File: src/rtl/bcd_pkg.sv
// Shared BCD definitions: digit type, decade limits and a validity helper
// used by the counter top level and its per-decade sub-module.
package bcd_pkg;

    localparam int DIGIT_W = 4;

    typedef logic [DIGIT_W-1:0] bcd_t;

    localparam bcd_t BCD_MAX = 4'd9;
    localparam bcd_t BCD_MIN = 4'd0;

    function automatic logic is_bcd(input bcd_t v);
        return (v <= BCD_MAX);
    endfunction

endpackage

File: src/rtl/bcd_digit.sv
// One BCD decade: clear, parallel load (invalid digits load as 0) and an
// externally enabled up/down step that wraps 9<->0.
module bcd_digit
    import bcd_pkg::*;
(
    input  logic clk,
    input  logic rst_n,
    input  logic step,
    input  logic up,
    input  logic load,
    input  bcd_t load_d,
    input  logic clr,
    output bcd_t d,
    output logic is_max,
    output logic is_min
);

    assign is_max = (d == BCD_MAX);
    assign is_min = (d == BCD_MIN);

    // NOTE: state registers use non-blocking assignments so every decade
    // samples its neighbours' pre-edge values in the same clock edge.
    always_ff @(posedge clk or negedge rst_n) begin
        if (!rst_n) begin
            d <= BCD_MIN;
        end else if (clr) begin
            d <= BCD_MIN;
        end else if (load) begin
            d <= is_bcd(load_d) ? load_d : BCD_MIN;
        end else if (step) begin
            if (up) begin
                d <= is_max ? BCD_MIN : d + 4'd1;
            end else begin
                d <= is_min ? BCD_MAX : d - 4'd1;
            end
        end
    end

endmodule

File: src/rtl/bcd_updown_counter.sv
// Multi-decade synchronous BCD up/down counter with terminal count, sticky
// wrap flag and a load-error pulse for non-BCD load digits.
module bcd_updown_counter
    import bcd_pkg::*;
#(
    parameter int DIGITS = 4,
    parameter int TC_REG = 0
) (
    input  logic                      clk,
    input  logic                      rst_n,
    input  logic                      in,
    input  logic                      up,
    input  logic                      load,
    input  logic [DIGIT_W*DIGITS-1:0] load_val,
    input  logic                      clr,
    output logic [DIGIT_W*DIGITS-1:0] cnt,
    output logic                      tc,
    output logic                      ovf,
    output logic                      load_err
);

    logic [DIGITS-1:0] is_max;
    logic [DIGITS-1:0] is_min;
    logic [DIGITS-1:0] step;
    logic [DIGITS-1:0] bad_digit;
    logic [DIGITS:0]   chain_max;
    logic [DIGITS:0]   chain_min;
    logic              tc_term;

    // chain_*[k] is true when every lower decade sits at its wrap value, so
    // all decades step together on one edge with no ripple latency.
    assign chain_max[0] = 1'b1;
    assign chain_min[0] = 1'b1;

    for (genvar k = 0; k < DIGITS; k++) begin : g_digit
        assign chain_max[k+1] = chain_max[k] & is_max[k];
        assign chain_min[k+1] = chain_min[k] & is_min[k];
        assign step[k]        = in & (up ? chain_max[k] : chain_min[k]);
        assign bad_digit[k]   = ~is_bcd(load_val[DIGIT_W*k +: DIGIT_W]);

        bcd_digit u_digit (
            .clk    (clk),
            .rst_n  (rst_n),
            .step   (step[k]),
            .up     (up),
            .load   (load),
            .load_d (load_val[DIGIT_W*k +: DIGIT_W]),
            .clr    (clr),
            .d      (cnt[DIGIT_W*k +: DIGIT_W]),
            .is_max (is_max[k]),
            .is_min (is_min[k])
        );
    end

    assign tc_term = in & (up ? chain_max[DIGITS] : chain_min[DIGITS]);

    always_ff @(posedge clk or negedge rst_n) begin
        if (!rst_n) begin
            ovf      <= 1'b0;
            load_err <= 1'b0;
        end else begin
            load_err <= load & ~clr & (|bad_digit);
            if (clr) begin
                ovf <= 1'b0;
            end else if (!load && tc_term) begin
                ovf <= 1'b1;
            end
        end
    end

    if (TC_REG != 0) begin : g_tc_reg
        logic tc_q;
        always_ff @(posedge clk or negedge rst_n) begin
            if (!rst_n) begin
                tc_q <= 1'b0;
            end else begin
                tc_q <= tc_term;
            end
        end
        assign tc = tc_q;
    end else begin : g_tc_comb
        assign tc = tc_term;
    end

endmodule

File: config.mk
export PLATFORM = sky130hd
export DESIGN_NAME = bcd_updown_counter
export DESIGN_NICKNAME = d
export VERILOG_FILES = /design/src/rtl/bcd_pkg.sv /design/src/rtl/bcd_digit.sv /design/src/rtl/bcd_updown_counter.sv
export SDC_FILE = /design/constraint.sdc
export NUM_CORES = 1
export LEC_CHECK = 0
export CAP_MARGIN = 15
export CORE_ASPECT_RATIO = 0.75
export CORE_MARGIN = 1.5
export CORE_UTILIZATION = 51
export DETAILED_ROUTE_END_ITERATION = 8
export PLACE_DENSITY = 0.89
export SETUP_SLACK_MARGIN = 0.5
export SYNTH_ARGS = -nofsm -noshare
export SYNTH_HDL_FRONTEND = slang
export SYNTH_SLANG_ARGS = --single-unit
File: constraint.sdc
create_clock -name clk -period 2.5 [get_ports clk]
set_clock_uncertainty 0.15 [all_clocks]
set_input_delay 0.5 -clock clk [delete_from_list [all_inputs] [get_ports clk]]
set_output_delay 0.5 -clock clk [all_outputs]
set_load 0.02 [all_outputs]
# == Yosys cells after proc, flatten, opt, wreduce, memory -nomap -nowiden ==
# Cells that the tools add are included.
# classes
n_addsub,8
magnitude_cmp,4
eq_ne,4
n_mux,34
bitwise_logic,17
reduce_logical,12
# ops
cell,n
4-bit two-way mux,28
"4-bit by 1-bit adder with 4-bit output, second input constant",4
"4-bit equality test, second input constant",4
"4-bit <= comparator, second input constant",4
4-bit zero test,4
"4-bit by 1-bit subtractor with 4-bit output, second input constant",4
1-bit AND,12
3-bit nonzero test,4
1-bit two-way mux,6
1-bit inverter,5
4-bit OR reduction,1
2-bit nonzero test,1
1-bit logical AND,1
1-bit zero test,1
# totals
reg_bits,18
in_bits,22
output_inout_bits,19
wordCells,85

# == Logic depth before layout (Yosys ltp) ==
# Gate-level depths: netlist (run 1).
# depth
word_depth,9
depth_mapped,8
depth_no_buf,7

# == Modules after synthesis ==
# From an unflattened synthesis (run 1), not the netlist that was laid out.
# hier_totals
cells_unflattened,220
hier_area_um2,1798.0
# by_module_without_submodules
module,n_inst,cells_each,area_each_um2
bcd_digit,4,49,401.6
bcd_updown_counter,1,24,191.4

# == Least setup slack after synthesis (run 1) ==
# OpenSTA, ideal clock, no wires.
# synth_timing
path_kind,reg-to-output
from,register g_digit[0].u_digit.d[0]
to,output port tc
arrival_ps,1920
required_ps,1850
slack_ps,-70
stages_incl_launch_ff,8
path_buffers,1
path_cell_list,dfrtp_1 inv_1 ha_1 or4b_4 o21ai_2 and3_1 buf_2 and2_1
# synth_between
elab_chain_len,6
elab_cells_between_ends,10
classes_between,1 x eq/ne; 1 x mux; 7 x bitwise; 1 x reduce/logical
# synth_lines
element,line_no,source
start: declaration,bcd_digit.sv:13,"output bcd_t d,"
start signal: assignment,bcd_digit.sv:29,d <= is_bcd(load_d) ? load_d : BCD_MIN;
start signal: assignment,bcd_digit.sv:32,d <= is_max ? BCD_MIN : d + 4'd1;
start signal: assignment,bcd_digit.sv:34,d <= is_min ? BCD_MAX : d - 4'd1;
4-bit equality test / 4-bit zero test (equally long branches),"bcd_digit.sv:18, bcd_digit.sv:19",
1-bit AND (on tied branches) (3 in a row),"bcd_updown_counter.sv:36, bcd_updown_counter.sv:37",
1-bit two-way mux *,bcd_updown_counter.sv:55,assign tc_term = in & (up ? chain_max[DIGITS] : chain_min[DIGITS]);
1-bit AND *,bcd_updown_counter.sv:55,
end: declaration,bcd_updown_counter.sv:17,"output logic tc,"
# Every way passes the cells marked *; elsewhere a longest branch is shown, timed or not.

# == Final worst setup path (run 1) ==
# layout_timing
from,register g_digit[0].u_digit.d[1]
to,output port tc
# The elaborated chain is that of the path after synthesis.

==> results of run 1 <==
==> layer usage <==
layer,routed length [µm],vias up,track usage
met3,601,12,0.0543
met4,127,0,0.0755
li1,-,1044,-
met1,2660,1096,0.426
met5,0,-,0
met2,3000,143,0.590
==> synthesized netlist by cell type, drive strengths merged (3+ instances only) <==
library cell / count
o21ai: 15
nor3: 3
dfrtp: 18
ha: 13
nor3b: 6
xnor2: 4
nand2: 22
a221oi: 3
a311o: 3
nand3b: 3
clkbuf: 10
or4b: 3
nor2b: 3
inv: 16
a21oi: 17
o211ai: 6
a31oi: 7
nor2: 20
a211oi: 6
buf: 7
nand3: 9
nand2b: 6
==> cell type report <==
cell class / instances / share of cell area
repair buffers: 97 / 0.298
flip-flops and latches: 18 / 0.165
inverters: 18 / 0.0243
clock buffers: 4 / 0.0198
well taps: 40 / 0.0180
multi-input cells: 185 / 0.476
==> stage by stage <==
stage               setup WS, ns  total power [W]  hold WS [ns]   util
floorplan                  0.132         0.000586        0.0544      -
global placement          -0.709         0.000789         0.341  0.778
detailed placement        -0.738         0.000807         0.340  0.778
CTS                      -0.0498          0.00105         0.371  0.810
global route              -0.137          0.00113         0.389  0.829
finish                    -0.102          0.00108         0.372  0.829
==> critical path: cells and delay by family, from the launching register on <==
family / cells / cell delay, ns
AO/OA/AOI/OAI: 1 / 0.09
adder cells (fa/ha/maj): 1 / 0.15
buffers and inverters: 2 / 0.21
flip-flops: 1 / 0.41
AND/OR/NAND/NOR: 3 / 0.83
==> power groups by stage <==
stage / sequential [W] / combinational (W) / clock [W]
global placement: 0.000331 / 0.000458 / 0
CTS: 0.000327 / 0.000479 / 0.000246
floorplan: 0.000364 / 0.000222 / 0
detailed placement: 0.000332 / 0.000475 / 0
finish: 0.000328 / 0.000511 / 0.000246
global route: 0.000329 / 0.000546 / 0.000257
==> cell usage in the layout (no fill, tap or decap), types with 2 or more instances in the layout <==
master,count
xnor2_1,4
inv_1,13
nand4_1,2
nor3b_1,4
o21a_1,2
nor2b_1,3
ha_1,10
clkdlybuf4s50_1,20
o32a_1,2
ha_4,2
nor2_1,20
o211ai_1,6
a221oi_1,3
a21oi_1,16
o311a_1,2
nand2_1,21
o21ai_0,12
buf_4,54
dlymetal6s2s_1,3
a211oi_1,4
a31oi_1,7
inv_2,3
mux2_2,2
clkinv_1,2
dfrtp_1,12
a32oi_1,2
nor3b_2,2
dfrtp_2,6
nand3b_1,3
a32o_1,2
nor3_1,3
dlygate4sd2_1,16
nand3_1,9
clkbuf_8,4
nand2b_1,6
a211oi_2,2
a311o_1,3
buf_6,4
==> what timing repair did <==
action	4_1_cts	5_1_grt
setup buffers	2	5
pin swaps	5	6
resized for setup	32	10
endpoints found under the hold margin	0	0
endpoints found under the setup margin	28	17
==> how the worst min path moves through the flow <==
| stage | cells past startpoint | to |
|---|---|---|
| after floorplan | 0 | g_digit[0].u_digit.d[0]$_DFFE_PN0P_ |
| after global placement | 2 | ovf$_DFFE_PN0P_ |
| after detailed placement | 2 | ovf$_DFFE_PN0P_ |
| after CTS | 2 | ovf$_DFFE_PN0P_ |
| after global routing | 2 | ovf$_DFFE_PN0P_ |
| final | 2 | ovf$_DFFE_PN0P_ |
==> cells by family (layout without fill, tap and decap cells) <==
logic type,after synthesis,count (layout),share of synthesized area
AOI/OAI and AO/OA,80,80,0.303
and+or+nand+nor,85,85,0.245
buffers and inverters,35,119,0.0811
xor gates and xnor gates,4,4,0.0191
muxes,3,3,0.0177
adders and majority gates,13,13,0.0886
DFF,18,18,0.245
==> registers in the layout, indices dropped and copies added (netlist names) <==
| signal | cells |
|---|---|
| load_err | 1 |
| ovf | 1 |
| g_digit.u_digit.d | 16 |
==> impl_metrics.toml, run 1 <==
[layout]
number_of_filler_instances_in_the_final_layout = 197
nets = 358
post-route-cell-area_um2 = 2780
antenna_cell_count = 0
area_taken_by_multi_input_logic_gates_um2 = 1320
post_route_cells_drive_above_1_share = 0.289
area_delta_synth_final_pct = 51.6
area.sequential_um2 = 458
finish.cell_count_without_fillers = 362

[sta]
final-max-slew-violation-count = 0
timing.slew.headroom = 0.658
total_negative_slack_for_setup_checks_ns = -0.102
final.setup.worst_slack_ns = -0.102
finalHoldViolations = 0
timing_worst_slew_pin_value_ns = 0.511
grt_setup_unrepaired = "true"
min_period_over_period = 1.04
finalCriticalPeriod_ns = 2.60
achievable-frequency_mhz = 384
setup_viol = 1

[yosys]
ys_ff_latch = 18
number_of_standard_cells_after_synthesis = 238
mappedNetlistArea_um2 = 1840
synth_edf_count = 0
yosysTopAreaCellShare = 0.245
yosys-top-cells-area = "dfrtp_1, ha_1, a21oi_1"
yosys_most_used_dff = "dfrtp_1"
syn_area_per_cell_um2 = 7.71
synth.yosys.warnings = 0
yosysTopAreaCell = "dfrtp_1"
synth_cell_type_count = 58
synth_net_count = 273
async_reset_ff_frac = 1.00
synth_seq_area_share = 0.245

[grt]
globalRoute.totalOverflow = 0
grt_first_pass_wirelength_um = 9860
grt_max_degree = 19
grt_antenna_before_repair = 0
grt.total_usage = 0.329
first_global_vias = 2106

[cts]
cts_buffers = 3
total_of_hold_buffers_inserted_after_clock_tree_synthesis = 0
clock_tree_from_tritoncts = "yes"
root_buffer = "clkbuf_8"
clock_insertion_delay_worst_skew_ns = 0.26
clkSinkCount = 18
cts.path.max_buffers = 2
clock_tree.htree_level_count = 1
cts.reportedPaths.clkPinSlew_ns = 0.07

[drt]
totalWireLength_um = 6390
post_route_antenna_net_violation_count = 0
first_iteration_detailed_routing_drc_count = 179
firstDrtPassIters = 5
detail_route.wl_per_cell_um = 17.6
route.detailed.drc = 0
route.vias.total = 2295
number_of_vias_per_cell = 6.34

[pwr]
cellInternalPower_w = 0.000698
power_switching_w = 0.000386
cellPowerDensity_nw_per_um2 = 390
power.ir.vdd_worst_v = 0.000476
share_seq_of_total_power = 0.302
switching_share = 0.356
power_frac_clock = 0.227
leakage_nw = 1.27
combPwrFrac = 0.471

[flow_run]
max_cap_violations = 0

[place]
placed_cells_incl_taps = 351
dp.final_hpwl_um = 4600
placedInstanceArea_um2 = 2610
place.port_buffers = 40
gp_routability_congestion = 1.03

[die]
dieWidth_um = 72.3
initial_core_utilization = 0.547
chipHeight_um = 55.0
core.rowCount = 18
num_io_pins = 41
fp.coreArea_um2 = 3360
die-area_um2 = 3970

[setup_path]
reg2reg_depth = 9
worst_setup_path_start_kind = "flip-flop"
path_cells = "inv_2 -> ha_4 -> or4b_4 -> o21ai_4 -> and3_4 -> and2_4 -> buf_6"
worstPathArrival_ns = 1.95
critPathKind = "flip-flop to primary output"
worst_path_largest_cell_delay_ns = 0.48
worstSetupEndpointType = "primary output"
crit_required_ns = 1.85
endpoint = "tc"
timing.rr.start = "g_digit[0].u_digit.d[1]$_DFFE_PN0P_"
worst_r2r_endpoint = "g_digit[1].u_digit.d[3]$_DFFE_PN0P_"
cpMaxStageDelayCell = "or4b_4"
critPathMaxFanout = 2
r2r_slack_ns = 0.32
crit_start = "g_digit[0].u_digit.d[1]$_DFFE_PN0P_"

[outcome]
outcome = "finished, violations left"
failed_checks = "setup timing"

[min_path]
hp-class = "flip-flop to flip-flop"
timing.hold.worst.start = "ovf$_DFFE_PN0P_"
No activity file was read; power rests on OpenSTA's default activity.
==> inputs of run 2 (changes only) <==
Settings changed: CORE_UTILIZATION 51 to 64, DONT_BUFFER_PORTS set to 1, PLACE_DENSITY 0.89 to 0.88, SKIP_CTS_REPAIR_TIMING set to 1.
==> run 2 against run 1 <==
Net effect:
- the flow still finishes with violations (setup timing)
- non-clock buffer count is 66 lower
- global-route usage is 0.70 points lower
- cell count is 19% lower
- critical path type unchanged
==> impl_metrics.toml, run 2 (same netlist as run 1, synthesis figures left out) <==
[setup_path]
worst_setup_path_start_kind = "flip-flop"
path_cells = "buf_4 -> ha_4 -> nand4b_1 -> o21ai_4 -> and3_4 -> and2_4"
worstPathArrival_ns = 1.94
path_delay_family = "simple AND/OR/NAND/NOR gates"
cpMaxStageDelayCell = "dfrtp_2"
crit_required_ns = 1.85
worstSetupEndpointType = "primary output"
critPathBufInv = 1
worst_path_largest_cell_delay_ns = 0.39
critPathMaxFanout = 6
critPathKind = "flip-flop to primary output"

[drt]
detail_route.wl_per_cell_um = 21.9
route.detailed.drc = 0
post_route_antenna_net_violation_count = 0
totalWireLength_um = 6390
firstDrtPassIters = 5
first_iteration_detailed_routing_drc_count = 328
route.vias.total = 2085
number_of_vias_per_cell = 7.14

[flow_run]
max_cap_violations = 0

[layout]
number_of_flip_flops_under_the_largest_register_name = 16
largest_register = "g_digit.u_digit.d"
area.sequential_um2 = 458
number_of_filler_instances_in_the_final_layout = 147
reg.largest.list = "g_digit.u_digit.d (16), load_err (1), ovf (1)"
nets = 292
area_delta_synth_final_pct = 24.5
antenna_cell_count = 0
post_route_cells_drive_above_1_share = 0.293
layout.cells.most_common = "buf_4"
area_taken_by_multi_input_logic_gates_um2 = 1410
layout.cells.most_common_list = "buf_4, nor2_1, nand2_1"

[sta]
final.setup.worst_slack_ns = -0.0886
final-max-slew-violation-count = 0
grt_setup_unrepaired = "true"
min_period_over_period = 1.04
hold_ws_ns = 0.123
finalHoldViolations = 0
finalCriticalPeriod_ns = 2.59
achievable-frequency_mhz = 386
total_negative_slack_for_setup_checks_ns = -0.0886
timing.slew.headroom = 0.344
timing_worst_slew_pin_value_ns = 0.980
setup_viol = 1

[cts]
cts.path.max_buffers = 2
clock_insertion_delay_worst_skew_ns = 0.28
cts.reportedPaths.clkPinSlew_ns = 0.08
root_buffer = "clkbuf_8"
cts_buffers = 3
clkSinkCount = 18
clock_tree.htree_level_count = 1
clock_tree_from_tritoncts = "yes"

[grt]
grt_antenna_before_repair = 0
grt.total_usage = 0.322
globalRoute.totalOverflow = 0
grt_first_pass_wirelength_um = 7910
grt_max_degree = 30
first_global_vias = 1691

[place]
gp_routability_congestion = 0.873
dp.final_hpwl_um = 3760
place.port_buffers = 0

[pwr]
power.ir.vdd_worst_v = 0.000417
switching_share = 0.377
combPwrFrac = 0.398
share_seq_of_total_power = 0.343
leakage_nw = 0.921
cellInternalPower_w = 0.000625
power_switching_w = 0.000379
cellPowerDensity_nw_per_um2 = 439
power_frac_clock = 0.259

[die]
die-area_um2 = 3200
dieWidth_um = 64.8
core.rowCount = 16
num_io_pins = 41
initial_core_utilization = 0.689
fp.coreArea_um2 = 2660
chipHeight_um = 49.4

[min_path]
hp-class = "input port to flip-flop"

[outcome]
outcome = "finished, violations left"
failed_checks = "setup timing"
run 2: cell types whose count changed in the layout (fill, tap and decap cells not counted), moves of 2 or more:
cell	change
buf_4	-27
clkdlybuf4s50_1	-20
dlygate4sd2_1	-16
dlymetal6s2s_1	-3
ha_4	+3
inv_1	-3
a21oi_1	-2
ha_1	-2
inv_4	+2
nand2_1	-2
run 2: path summary, 6_finish.rpt:
kind / slack, ns / startpoint / endpoint / cells after the start
max in group asynchronous: 0.85 / rst_n / g_digit[2].u_digit.d[0]$_DFFE_PN0P_ / 1
min in group asynchronous: 0.67 / rst_n / g_digit[0].u_digit.d[3]$_DFFE_PN0P_ / 1
min reg2reg: 0.47 / g_digit[3].u_digit.d[1]$_DFFE_PN0P_ / g_digit[3].u_digit.d[1]$_DFFE_PN0P_ / 2
max: -0.09 / g_digit[0].u_digit.d[0]$_DFFE_PN0P_ / tc / 6
max reg2reg: 0.25 / g_digit[0].u_digit.d[0]$_DFFE_PN0P_ / g_digit[3].u_digit.d[1]$_DFFE_PN0P_ / 9
min: 0.12 / clr / g_digit[1].u_digit.d[2]$_DFFE_PN0P_ / 1
run 2: area by class of cell:
type | count | share of cell area
timing repair buffer | 31 | 0.108
inverter | 18 | 0.0317
sequential | 18 | 0.200
tap | 36 | 0.0197
clock buffer | 4 | 0.0241
multi-input combinational | 185 | 0.616
run 2: per-layer routing:
metal  vias to the layer above  track usage  routed length [µm]
li1                        915            -                   -
met1                       964        0.429                2340
met2                       167        0.514                2930
met3                        39       0.0855                 882
met4                         0       0.0887                 235
met5                         -            0                   0
run 2: metrics by stage:
| stage | utilization | total power [W] | setup WS [ns] | instance area [µm²] | instances |
|---|---|---|---|---|---|
| after floorplan | - | 0.000586 | 0.132 | 1880 | 238 |
| after global placement | 0.729 | 0.000632 | 0.269 | 1940 | 272 |
| after detailed placement | 0.729 | 0.000644 | 0.211 | 1940 | 272 |
| after CTS | 0.750 | 0.000896 | -0.0947 | 2000 | 276 |
| after global routing | 0.859 | 0.00104 | -0.106 | 2290 | 292 |
| final | 0.859 | 0.00100 | -0.0886 | 2290 | 292 |
run 2: power by group through the flow:
stage	Sequential (W)	Clock (W)	Combinational [W]
floorplan	0.000364	0	0.000222
global placement	0.000344	0	0.000288
detailed placement	0.000346	0	0.000298
CTS	0.000340	0.000255	0.000300
global route	0.000347	0.000269	0.000423
finish	0.000345	0.000260	0.000399
